[config.mk]
export PLATFORM = sky130hd
export DESIGN_NAME = tri_128x16_wrbuf_ctl
export DESIGN_NICKNAME = d
export VERILOG_FILES = /design/src/rtl/tri_128x16_wrbuf_ctl.sv
export SDC_FILE = /design/constraint.sdc
export NUM_CORES = 1
export LEC_CHECK = 0
export BUFFER_PORTS_ARGS = -buffer_cell sky130_fd_sc_hd__buf_2
export CAP_MARGIN = 30
export CORE_MARGIN = 2
export CORE_UTILIZATION = 40
export CTS_CLUSTER_DIAMETER = 40
export DETAILED_ROUTE_END_ITERATION = 8
export HOLD_SLACK_MARGIN = 0.15
export PLACE_DENSITY_LB_ADDON = 0.05
export REMOVE_ABC_BUFFERS = 1
export SETUP_SLACK_MARGIN = 0.02
export SLEW_MARGIN = 40
export SYNTH_ARGS = -nofsm -noshare
export SYNTH_HDL_FRONTEND = slang
export SYNTH_SLANG_ARGS = --single-unit
[constraint.sdc]
create_clock -name clk -period 6.6 [get_ports clk]
set_input_delay 1.32 -clock clk [delete_from_list [all_inputs] [get_ports clk]]
set_output_delay 1.32 -clock clk [all_outputs]
set_load 0.01 [all_outputs]
[src/rtl/tri_128x16_wrbuf_ctl.sv]
// tri_128x16_wrbuf_ctl: write-buffered controller for a 128x16 bit-write array.
// Clears the array after reset, then buffers writes and serves bypass-merged reads.
//
// Ports:
//   clk, rst_b                     clock, async active-low reset
//   wr_req_val/rdy/adr/bw/di       write request (val&rdy handshake, per-bit enable)
//   rd_req_val/adr                 read request, no backpressure
//   rd_rsp_val/do                  read response, one cycle after the request
//   ary_wr_act/bw/wr_adr/di        array write port
//   ary_rd_act/rd_adr, ary_do      array read port, data one cycle after ary_rd_act
//   init_done, wrbuf_cnt           status
module tri_128x16_wrbuf_ctl #(
    parameter int addressbus_width = 7,
    parameter int port_bitwidth    = 16,
    parameter int wrbuf_depth      = 4
) (
    input  logic                                 clk,
    input  logic                                 rst_b,
    input  logic                                 wr_req_val,
    output logic                                 wr_req_rdy,
    input  logic [0:addressbus_width-1]          wr_req_adr,
    input  logic [0:port_bitwidth-1]             wr_req_bw,
    input  logic [0:port_bitwidth-1]             wr_req_di,
    input  logic                                 rd_req_val,
    input  logic [0:addressbus_width-1]          rd_req_adr,
    output logic                                 rd_rsp_val,
    output logic [0:port_bitwidth-1]             rd_rsp_do,
    output logic                                 ary_wr_act,
    output logic [0:port_bitwidth-1]             ary_bw,
    output logic [0:addressbus_width-1]          ary_wr_adr,
    output logic [0:port_bitwidth-1]             ary_di,
    output logic                                 ary_rd_act,
    output logic [0:addressbus_width-1]          ary_rd_adr,
    input  logic [0:port_bitwidth-1]             ary_do,
    output logic                                 init_done,
    output logic [0:$clog2(wrbuf_depth+1)-1]     wrbuf_cnt
);

    localparam int AW = addressbus_width;
    localparam int DW = port_bitwidth;
    localparam int CW = $clog2(wrbuf_depth + 1);
    localparam logic [0:CW-1] DEPTH_C = CW'(wrbuf_depth);
    localparam logic [0:AW-1] LAST_ADR = '1;

    typedef enum logic {
        INIT,
        RUN
    } state_t;

    typedef struct packed {
        logic [0:AW-1] adr;
        logic [0:DW-1] bw;
        logic [0:DW-1] di;
    } ent_t;

    state_t         state_q, state_d;
    logic [0:AW-1]  icnt_q, icnt_d;
    // Age-ordered buffer: entry 0 is always the oldest (the head).
    ent_t           ent_q [wrbuf_depth];
    ent_t           ent_d [wrbuf_depth];
    logic [0:CW-1]  cnt_q, cnt_d;
    logic           rsp_val_q, rsp_val_d;
    logic [0:DW-1]  m_q, m_d;
    logic [0:DW-1]  d_q, d_d;

    logic           enq;
    logic           drain;
    logic [0:CW-1]  pos;
    logic [0:DW-1]  m;
    logic [0:DW-1]  d;

    always_comb begin
        state_d    = state_q;
        icnt_d     = icnt_q;
        ent_d      = ent_q;
        cnt_d      = cnt_q;
        wr_req_rdy = 1'b0;
        init_done  = 1'b0;
        ary_wr_act = 1'b0;
        ary_bw     = '0;
        ary_wr_adr = '0;
        ary_di     = '0;
        ary_rd_act = 1'b0;
        ary_rd_adr = '0;
        enq        = 1'b0;
        drain      = 1'b0;
        pos        = '0;
        m          = '0;
        d          = '0;

        unique case (state_q)
            INIT: begin
                ary_wr_act = 1'b1;
                ary_bw     = '1;
                ary_wr_adr = icnt_q;
                icnt_d     = icnt_q + AW'(1);
                if (icnt_q == LAST_ADR) begin
                    state_d = RUN;
                end
            end
            RUN: begin
                init_done  = 1'b1;
                wr_req_rdy = (cnt_q < DEPTH_C);
                drain      = (cnt_q != '0);
                // Zero-mask writes are handshaken but never stored.
                enq        = wr_req_val && wr_req_rdy && (wr_req_bw != '0);

                if (drain) begin
                    ary_wr_act = 1'b1;
                    ary_wr_adr = ent_q[0].adr;
                    ary_bw     = ent_q[0].bw;
                    ary_di     = ent_q[0].di;
                end

                ary_rd_act = rd_req_val;
                if (rd_req_val) begin
                    ary_rd_adr = rd_req_adr;
                end

                // Merge over entries present at cycle start, oldest first,
                // so younger writes win; includes the entry draining now
                // because the array read returns pre-drain contents.
                for (int i = 0; i < wrbuf_depth; i++) begin
                    if ((CW'(i) < cnt_q) && (ent_q[i].adr == rd_req_adr)) begin
                        d = (d & ~ent_q[i].bw) | (ent_q[i].di & ent_q[i].bw);
                        m = m | ent_q[i].bw;
                    end
                end

                if (drain) begin
                    for (int i = 0; i < wrbuf_depth - 1; i++) begin
                        ent_d[i] = ent_q[i+1];
                    end
                    ent_d[wrbuf_depth-1] = '0;
                end

                pos = drain ? (cnt_q - CW'(1)) : cnt_q;
                if (enq) begin
                    for (int i = 0; i < wrbuf_depth; i++) begin
                        if (CW'(i) == pos) begin
                            ent_d[i] = '{adr: wr_req_adr, bw: wr_req_bw, di: wr_req_di};
                        end
                    end
                end

                if (enq && !drain) begin
                    cnt_d = cnt_q + CW'(1);
                end else if (drain && !enq) begin
                    cnt_d = cnt_q - CW'(1);
                end
            end
            default: begin
                state_d = INIT;
            end
        endcase

        rsp_val_d = ary_rd_act;
        m_d       = ary_rd_act ? m : '0;
        d_d       = ary_rd_act ? d : '0;
    end

    always_ff @(posedge clk or negedge rst_b) begin
        if (!rst_b) begin
            state_q   <= INIT;
            icnt_q    <= '0;
            cnt_q     <= '0;
            rsp_val_q <= 1'b0;
            m_q       <= '0;
            d_q       <= '0;
            for (int i = 0; i < wrbuf_depth; i++) begin
                ent_q[i] <= '0;
            end
        end else begin
            state_q   <= state_d;
            icnt_q    <= icnt_d;
            cnt_q     <= cnt_d;
            rsp_val_q <= rsp_val_d;
            m_q       <= m_d;
            d_q       <= d_d;
            for (int i = 0; i < wrbuf_depth; i++) begin
                ent_q[i] <= ent_d[i];
            end
        end
    end

    assign rd_rsp_val = rsp_val_q;
    assign rd_rsp_do  = rsp_val_q ? ((ary_do & ~m_q) | (d_q & m_q)) : '0;
    assign wrbuf_cnt  = cnt_q;

endmodule

# After elaboration in Yosys (flattened, before gate mapping)
# Cells that the tools add are included.
# word_totals
register_bits	200
input_bits	66
output_inout_bits	70
elab_cells	113
# op_classes
n_addsub	3
n_lt_le_gt_ge	5
n_eq_ne	8
muxes	43
bitwise	21
reduce_logical	15
# op_table
op	n
$mux W16	22
$mux W156	2
$mux W39	4
$and A16 B16 Y16	9
$or A16 B16 Y16	7
$not A16 Y16	4
$pmux W16 S2	1
$eq A7 B7 Y1	4
$mux W7	3
$reduce_bool A16 Y1	1
$pmux W7 S2	1
$mux W3	3
$logic_and A1 B1 Y1	8
$add A7 B1 Y7 const B	1
$eq A7 B7 Y1 const B	1
$eq A2 B3 Y1 const A	2
$lt A1 B3 Y1 const A	2
$lt A2 B3 Y1 const A	2
$mux W1	6
$add A3 B1 Y3 const B	1
$eq A1 B3 Y1 const A	1
$logic_not A3 Y1	1
$lt A3 B3 Y1 const B	1
$reduce_bool A3 Y1	1
other kinds (6)	7

# Longest topological paths before layout
# Gate-level depths: netlist (run 1).
# depth
word_depth	17
mapped_depth	13

# Least setup slack after synthesis (run 1)
# No wires, ideal clock.
# synth_timing
path_kind	reg-to-output
startpoint	register state_q
endpoint	output ary_wr_adr[6] in the netlist's numbering
arrival_time_ns	1.713
t_required_ns	5.280
slack_ns	3.567
path_stages_with_launch	7
path_cell_list	dfrtp_1 clkbuf_1 nor2b_1 and2_1 clkbuf_1 clkbuf_1 nor2_1
# synth_between
elab_chain_len	2
# synth_lines
item	line_no	text
start: declaration	56	state_t state_q, state_d;
start signal: assignment	174	state_q <= state_d;
$not A1 Y1	--	
$pmux W7 S2 *	91	unique case (state_q)
end: declaration	30	output logic [0:addressbus_width-1] ary_wr_adr,
# Mark *: on every way between the ends. The rest lies on a longest branch, timed or not.

# Worst setup path in the final report (run 1)
# layout_timing
startpoint	input wr_req_bw[3] in the netlist's numbering
endpoint	register ent_q[142] in the netlist's numbering
# layout_between
elab_chain_len	3
# layout_lines
item	line_no	text
start: declaration	22	input logic [0:port_bitwidth-1] wr_req_bw,
$reduce_bool A16 Y1	106	enq = wr_req_val && wr_req_rdy && (wr_req_bw != '0);
$logic_and A1 B1 Y1	106	
$mux W156	138	if (enq) begin
end signal: indexed assignment	181	ent_q[i] <= ent_d[i];
end: declaration	59	ent_t ent_q [wrbuf_depth];
# No other way between the ends.
# A chain may end at the register's enable or synchronous reset.

==> results.cfg, run 1 <==
[timing]
finalSetupViolCount = 0
clock_skew_ns = 0.01816
max_freq_ghz = 0.2570
grt_setup_unrepaired = no
tightest_slew_ns = 0.8550
final.setup.tns_ns = 0
slew_viol_final = 0
period_minus_slack_ns = 3.891
fin_crit_sh = 0.5896
hold_viol = 0
slew_headroom = 0.4294

[synth]
yosys-top-cells-count = dfrtp_1, a21oi_1, nor2_1
synthTopCellsByArea = dfrtp_1, a21oi_1, o22ai_1, nor2_1, nand2_1
synth_edf_count = 0
synth_area_sq_mm = 0.01053
syn_inst = 1186
synth_cell_types = 57
ys.flop_type = dfrtp_1
synthMostInstantiatedCell = dfrtp_1
yosys.area.top_type = dfrtp_1
ys_ff_latch = 200
synth-warning-count = 0
avgSynthCellArea_sq_um = 8.877
synth_top_area_share = 0.4754
synth_async_sr_flop_share = 1.000
synth_seq_area_share = 0.4754

[cts]
worstSkewPairLatency_ns = 0.44
post_cts_buffers = 0
cts.sinks = 200
cts_tree = done
root_buffer = clkbuf_16
cts_resized = 0
hold_buffers = 0
clkTransAtPathRegs_ns = 0.08
cts_max_level = 4
cts_buffers = 17
clockBufferDepth = 2

[worst_hold_path]
hold_path_end = icnt_q[4]
hold_path_depth = 1
hp-class = register to register
hp-start = icnt_q[4]

[critical_path]
worstPathMaxFanout = 25
critPathKind = primary input to register
timing.rr.end = ent_q[142]
start_kind = primary input
worstPathCellList = buf_2, nor4_1, a41oi_2, o211ai_4, buf_16, buf_4, a21boi_4, buf_4, nor2_1, a21oi_1
path_common_cell = buf_4
slowest_stage = nor4_1
crit_path_end_kind = register
ff2ff_setup_slack_ns = 3.02
rr_worst_depth = 11
critical_path.top_delay_family = compound AO/OA/AOI/OAI gates
cpPeakStageDelay_ns = 0.60
crit_required_ns = 6.87
r2r-start = wrbuf_cnt[2]
worst_ep_arrival_time_ns = 4.16
critPathBufInv = 4

[detailed_routing]
drc = 0
wl_microns = 37040
ant_nets = 0
first_pass_iters = 5
routed-via-count = 9697
drtIter0Drc = 753
avgRoutedWirePerCell_microns = 23.01
via_per_inst = 6.023

[finish]
num-nets-final = 1335
syn2layout_area_growth_pct = 13.91
drive_above_1_share = 0.1695
fillers = 2584

[power]
cellLeakagePower_nw = 5.380
max-vdd-ir-drop_mv = 0.1153
p_sw_uw = 590.0
power.total_mw = 2.402
intPower_mw = 1.812
netSwitchingFraction = 0.2456
powerDensity_mw_per_mm2 = 200.3
power_frac_seq = 0.510
pwr-share-comb = 0.046
p_clk_frac = 0.445

[floorplan]
die_h_microns = 166.2
io_pins = 136
dieArea_sq_mm = 0.02763
coreArea_sq_mm = 0.02598
start_util = 0.4051
die_w_microns = 166.2
num_rows = 59

[global_routing]
grt_pass1_vias = 9337
grt.overflow.total = 0
antenna_found_initial = 0
grt_start_max_net_pins = 123
grt_pass1_wl_microns = 57180
grt_usage = 0.2656

[placement]
hpwl_microns = 21910
io_buffers = 135
gp_congestion = 0.8103

[flow_run]
cap_viol_max_count = 0

[run_status]
status = complete, no violations
## kinds of logic (layout without fill, tap and decap cells)
group,after synthesis,count (layout),synth area share
multiplexers,19,19,0.01818
buffers and inverters,136,224,0.06026
AND/OR/NAND/NOR,385,385,0.1735
other,0,1,0
adder cells (fa/ha/maj),8,8,0.009508
AO/OA/AOI/OAI,401,401,0.2309
flip-flops,200,200,0.4754
XOR/XNOR,37,37,0.03221
## state kept, by name, summed over array words and instances, names as in the netlist
signal      cells
icnt_q          7
ent_q         156
m_q            16
rd_rsp_val      1
d_q            16
wrbuf_cnt       3
state_q         1
## layout make-up
class | count | area [sq um] | share of cell area
Sequential cell | 200 | 5009 | 0.4177
Multi-Input combinational cell | 850 | 4937 | 0.4117
Timing Repair Buffer | 160 | 915.9 | 0.07638
Clock buffer | 20 | 456.7 | 0.03808
Tap cell | 335 | 419.2 | 0.03495
Clock inverter | 12 | 131.4 | 0.01096
Inverter | 32 | 120.1 | 0.01002
Antenna cell | 1 | 2.502 | 0.0002087
## stage by stage
step | hold WS, ns | worst slack [ns] | util | std cells | area, sq um
2_1_floorplan | 0.4523 | 0.4427 | - | 1082 | 10010
3_3_place_gp | 0.4771 | 2.299 | 0.4366 | 1574 | 11350
3_5_place_dp | 0.4787 | 2.221 | 0.4375 | 1576 | 11370
4_1_cts | 0.4931 | 2.672 | 0.4602 | 1608 | 11960
5_1_grt | 0.5063 | 2.523 | 0.4614 | 1609 | 11990
6_report | 0.4915 | 2.709 | 0.4615 | 1610 | 11990
## power by group through the flow
stage	Clock, mW	Sequential [mW]	Combinational, mW
2_1_floorplan	0	1.25	0.0272
3_3_place_gp	0	1.25	0.108
3_5_place_dp	0	1.25	0.108
4_1_cts	1.08	1.22	0.108
5_1_grt	1.14	1.22	0.121
6_report	1.07	1.22	0.110
## cell usage in the layout, fill, tap and decap left out, drive strengths merged, types with 8 or more instances in the layout
| cell type | n |
|---|---|
| clkbuf | 21 |
| o22ai | 120 |
| o21ai | 51 |
| xnor2 | 19 |
| mux2i | 18 |
| a311oi | 9 |
| o211ai | 8 |
| nor2 | 125 |
| nor2b | 18 |
| xor2 | 18 |
| nand3 | 44 |
| a222oi | 9 |
| a41o | 8 |
| nand2 | 120 |
| inv | 38 |
| and3 | 40 |
| buf | 159 |
| a21oi | 158 |
| dfrtp | 200 |
| ha | 8 |
## per-layer routing
metal,routed length (microns),track usage,up-vias
li1,-,-,4425
met1,16850,0.3876,4803
met2,17070,0.4178,418
met3,2502,0.03956,51
met4,624,0.06484,0
met5,0,0,-
## worst max-delay path by stage
stage	slack, ns	to	from	depth (start not counted)
after floorplan	0.44	ary_rd_act	state_q	2
after global placement	2.30	ent_q[138]	wr_req_bw[7]	9
after detailed placement	2.22	ent_q[143]	wr_req_bw[3]	9
after CTS	2.67	ary_bw[10]	state_q	5
after global routing	2.52	ary_bw[6]	state_q	5
final	2.71	ent_q[142]	wr_req_bw[3]	10
Note: power is estimated with default switching activity, not from simulation.
==> run 2: changes to the inputs <==
- clock period: 6.6 -> 3.5 ns (I/O delays scaled with it)
==> run 2 against run 1 <==
  * The flow now finishes with violations (design-rule violations)
  * Wire length decreased by 2.3%
  * Critical path type is now register to primary output
  * Sequential power increased by 89%
  * Setup slack got worse by 2.2 ns
  * Via count decreased by 0.69%
  * Utilization increased by 0.87 points
==> results.cfg, run 2 (synthesis results as in run 1) <==
[placement]
io_buffers = 135
post-place-cells = 1594
placed_cell_area_sq_mm = 0.01162
detailedPlace.worstSlack_ns = 0.6868
gp_congestion = 0.8173
hpwl_microns = 22520

[finish]
n_antenna_cell = 0
layout_common_cells = dfrtp_1, a21oi_1, buf_2
top_regs = ent_q: 156 flops, d_q: 16 flops, m_q: 16 flops
syn2layout_area_growth_pct = 16.04
largest_register_ffs = 156
stdcell_area_sq_mm = 0.01222
mostFrequentLayoutCell = dfrtp_1
num-nets-final = 1354
drive_above_1_share = 0.1810
top_register = ent_q
finalNonFillerCells = 1628

[power]
cellLeakagePower_nw = 5.497
power.total_mw = 4.440
max-vdd-ir-drop_mv = 0.2350
powerDensity_mw_per_mm2 = 363.5

[global_routing]
grt_pass1_vias = 9276
grt_pass1_wl_microns = 55810
grt_start_max_net_pins = 153
grt_usage = 0.2581
antenna_found_initial = 0
grt.overflow.total = 0

[timing]
slew_headroom = 0.5250
slew_viol_final = 0
hold_viol = 0
period_minus_slack_ns = 2.970
tightest_slew_ns = 0.7125
clock_skew_ns = 0.01404
grt_setup_unrepaired = no
max_freq_ghz = 0.3367
finalSetupViolCount = 0
worst_slack_ns = 0.5300
fin_crit_sh = 0.8486

[run_status]
status = finished, violations left
failed_checks = design-rule violations

[detailed_routing]
ant_nets = 0
drtIter0Drc = 947
drc = 2
wl_microns = 36170
via_per_inst = 5.915
routed-via-count = 9630
avgRoutedWirePerCell_microns = 22.22
first_pass_iters = 9

[floorplan]
num_rows = 59
io_pins = 136
start_util = 0.4051
dieArea_sq_mm = 0.02763
die_h_microns = 166.2
die_w_microns = 166.2
coreArea_sq_mm = 0.02598

[worst_hold_path]
hold_path_depth = 1
hp-class = register to register
hp-start = icnt_q[1]

[cts]
worstSkewPairLatency_ns = 0.44
clkTransAtPathRegs_ns = 0.08
root_buffer = clkbuf_16
cts_tree = done
cts_resized = 0
hold_buffers = 0
post_cts_buffers = 0
cts_buffers = 17
cts.sinks = 200
clockBufferDepth = 2
cts_max_level = 4

[critical_path]
start_kind = register
timing.rr.end = ent_q[154]
crit_required_ns = 2.80
critical_path.top_delay_family = buffers and inverters
critPathKind = register to primary output
crit_path_end = ary_wr_adr[3]
crit_cells = 7
timing.critical_path.from = wrbuf_cnt[1]
slowest_stage = dfrtp_1
ff2ff_setup_slack_ns = 0.89
worstPathMaxFanout = 18
worstPathCellList = inv_1, ha_1, nand2b_4, buf_4, nand3_1, o21ai_0, buf_2
critPathBufInv = 3
worst_ep_arrival_time_ns = 2.27
rr_worst_depth = 9
cpPeakStageDelay_ns = 0.54
crit_path_end_kind = primary output
r2r-start = wrbuf_cnt[1]

[flow_run]
cap_viol_max_count = 0
[run 2: per-stage QoR]
stage	TNS, ns	util	hold slack (ns)
floorplan	-233.81	-	0.4044
global placement	0	0.4472	0.4760
detailed placement	0	0.4472	0.4794
CTS	0	0.4686	0.3816
global route	0	0.4701	0.5176
finish	0	0.4701	0.4937
[run 2: report_power, final]
| part | leakage (nW) | internal [mW] | total (mW) | switching (mW) |
|---|---|---|---|---|
| Sequential | 2.58 | 2.31 | 2.31 | 0 |
| Clock | 0.274 | 0.955 | 1.92 | 0.968 |
| Combinational | 2.65 | 0.0664 | 0.209 | 0.143 |
[run 2: how the worst min path moves through the flow]
stage                             to  slack (ns)
final                      icnt_q[1]        0.49
after global routing       ent_q[13]        0.52
after CTS                 ent_q[145]        0.38
after detailed placement   icnt_q[4]        0.48
after global placement     icnt_q[4]        0.48
after floorplan               d_q[0]        0.40
[run 2: routing by layer]
metal,part of all wire,global-route usage,vias up,wire length (microns)
met1,0.46,0.3720,4746,16530
li1,-,-,4464,-
met5,0,0,-,0
met3,0.066,0.03956,39,2381
met2,0.46,0.4126,381,16760
met4,0.014,0.05810,0,499
[run 2: final cells by class]
type / count / area (sq um)
fill: 2559 / 13770
tap: 335 / 419.2
timing repair buffer: 179 / 1176
sequential: 200 / 5009
clock buffer: 19 / 442.9
clock inverter: 13 / 112.6
multi-input combinational: 850 / 4937
inverter: 32 / 120.1
==> run 3: changes to the inputs <==
- clock period: 3.5 -> 2.75 ns (I/O delays scaled with it)
==> run 3 against run 2 <==
  * The run now ends clean
  * Non-clock buffer count grew 23
  * Sequential share of layout area shrank 0.84 points
  * Sequential power grew 27%
  * First-iteration DRC count decreased by 10%
  * Final cell count grew 1.4%
  * Power up 35%
  * Hold slack worse by 0.13 ns
  * Setup slack worse by 0.39 ns
  * Global-route usage grew 0.90 points
  * Die area did not move
  * Critical endpoint is now ary_bw[3]
==> results.cfg, run 3 (synthesis results as in run 1) <==
[finish]
mostFrequentLayoutCell = dfrtp_1
layout_common_cells = dfrtp_1, a21oi_1, buf_2
fillers = 2561
seq_area_sq_mm = 0.005009
num-nets-final = 1377
top_register = ent_q
n_antenna_cell = 0
stdcell_area_sq_mm = 0.01247
final_util = 0.4800
multi_input_area_sq_mm = 0.004936
largest_register_ffs = 156
top_regs = ent_q: 156 flops, d_q: 16 flops, m_q: 16 flops
drive_above_1_share = 0.1953
syn2layout_area_growth_pct = 18.47

[timing]
max_freq_ghz = 0.3838
hold_viol = 0
finalSetupViolCount = 0
clock_skew_ns = 0.01338
fin_crit_sh = 0.9474
tightest_slew_ns = 0.7129
period_minus_slack_ns = 2.605
slew_viol_final = 0
grt_setup_unrepaired = no
slew_headroom = 0.5247

[global_routing]
grt_usage = 0.2671
grt_pass1_vias = 9501
grt_pass1_wl_microns = 57450
grt_start_max_net_pins = 120
antenna_found_initial = 1
grt.overflow.total = 0

[cts]
clkTransAtPathRegs_ns = 0.08
cts_max_level = 4
cts_buffers = 17
cts.sinks = 200
cts_tree = done
worstSkewPairLatency_ns = 0.45
clockBufferDepth = 2
root_buffer = clkbuf_16

[power]
pwr-share-comb = 0.046
cellLeakagePower_nw = 5.631
netSwitchingFraction = 0.2467
p_sw_mw = 1.473
intPower_mw = 4.500
max-vdd-ir-drop_mv = 0.3552
powerDensity_mw_per_mm2 = 478.9
power_frac_seq = 0.492
p_clk_frac = 0.462

[placement]
hpwl_microns = 23590
gp_congestion = 0.8324
io_buffers = 135
placed_cell_area_sq_mm = 0.01183

[floorplan]
coreArea_sq_mm = 0.02598
io_pins = 136
dieArea_sq_mm = 0.02763
die_w_microns = 166.2
start_util = 0.4051
die_h_microns = 166.2
num_rows = 59

[critical_path]
critPathKind = register to primary output
start_kind = register
crit_required_ns = 2.20
worst_ep_arrival_time_ns = 2.06
worstPathMaxFanout = 13
crit_path_end_kind = primary output

[detailed_routing]
drc = 0
first_pass_iters = 7
wl_microns = 36770
routed-via-count = 9728
via_per_inst = 5.892
ant_nets = 0
avgRoutedWirePerCell_microns = 22.27
drtIter0Drc = 849

[flow_run]
cap_viol_max_count = 0

[run_status]
status = complete, no violations

[worst_hold_path]
hp-class = primary input to register
-- run 3: power groups by stage --
stage	registers [mW]	clock network, mW	logic [mW]
final	2.94	2.76	0.273
after global routing	2.94	2.93	0.302
after CTS	2.94	2.80	0.277
after detailed placement	3.00	0	0.275
after global placement	3.00	0	0.275
after floorplan	3.00	0	0.0653
-- run 3: cell type report --
| class | instances | area share |
|---|---|---|
| Clock buffer | 17 | 0.03411 |
| Clock inverter | 15 | 0.01685 |
| Inverter | 32 | 0.009631 |
| Multi-Input combinational cell | 850 | 0.3958 |
| Sequential cell | 200 | 0.4016 |
| Tap cell | 335 | 0.03361 |
| Timing Repair Buffer | 202 | 0.1084 |
-- run 3: metal layers --
metal / share of wire / global-route usage / vias to the layer above
met5: 0.00041 / 0 / -
met4: 0.022 / 0.07909 / 2
met2: 0.46 / 0.4232 / 371
met1: 0.45 / 0.3796 / 4806
met3: 0.066 / 0.04266 / 55
li1: - / - / 4494
-- run 3: metrics by stage --
step / hold WS, ns / TNS (ns) / std cells / power, mW / setup slack, ns
global route: 0.3523 / 0 / 1651 / 6.166 / 0.06756
finish: 0.3614 / 0 / 1651 / 5.973 / 0.1446
detailed placement: 0.4821 / 0 / 1618 / 3.271 / 0.1233
floorplan: 0.2544 / -412.99 / 1082 / 3.063 / -2.637
global placement: 0.4810 / 0 / 1618 / 3.272 / 0.1364
CTS: 0.3438 / 0 / 1651 / 6.014 / 0.1203
-- run 3: critical path: stages, from the launching register on --
cell	delay (ns)
dfrtp_1	0.52
nor2b_1	0.35
and2_1	0.23
buf_4	0.27
a21oi_1	0.07
buf_2	0.17
-- run 3: timing repair --
action                                 in CTS  in global routing
setup buffers                               0                  0
hold buffers                                1                  0
endpoints found under the hold margin      21                  0
resized for setup                           0                  0
-- run 3: worst paths after layout --
path / start / endpoint / slack, ns / depth (start not counted)
max: wrbuf_cnt[0] / ary_bw[3] / 0.14 / 5
min: wr_req_di[1] / ent_q[14] / 0.36 / 3
max reg2reg: wrbuf_cnt[1] / ent_q[124] / 0.41 / 9
min reg2reg: icnt_q[4] / icnt_q[4] / 0.49 / 1
max in group asynchronous: rst_b / ent_q[64] / 1.37 / 3
min in group asynchronous: rst_b / ent_q[12] / 0.68 / 2
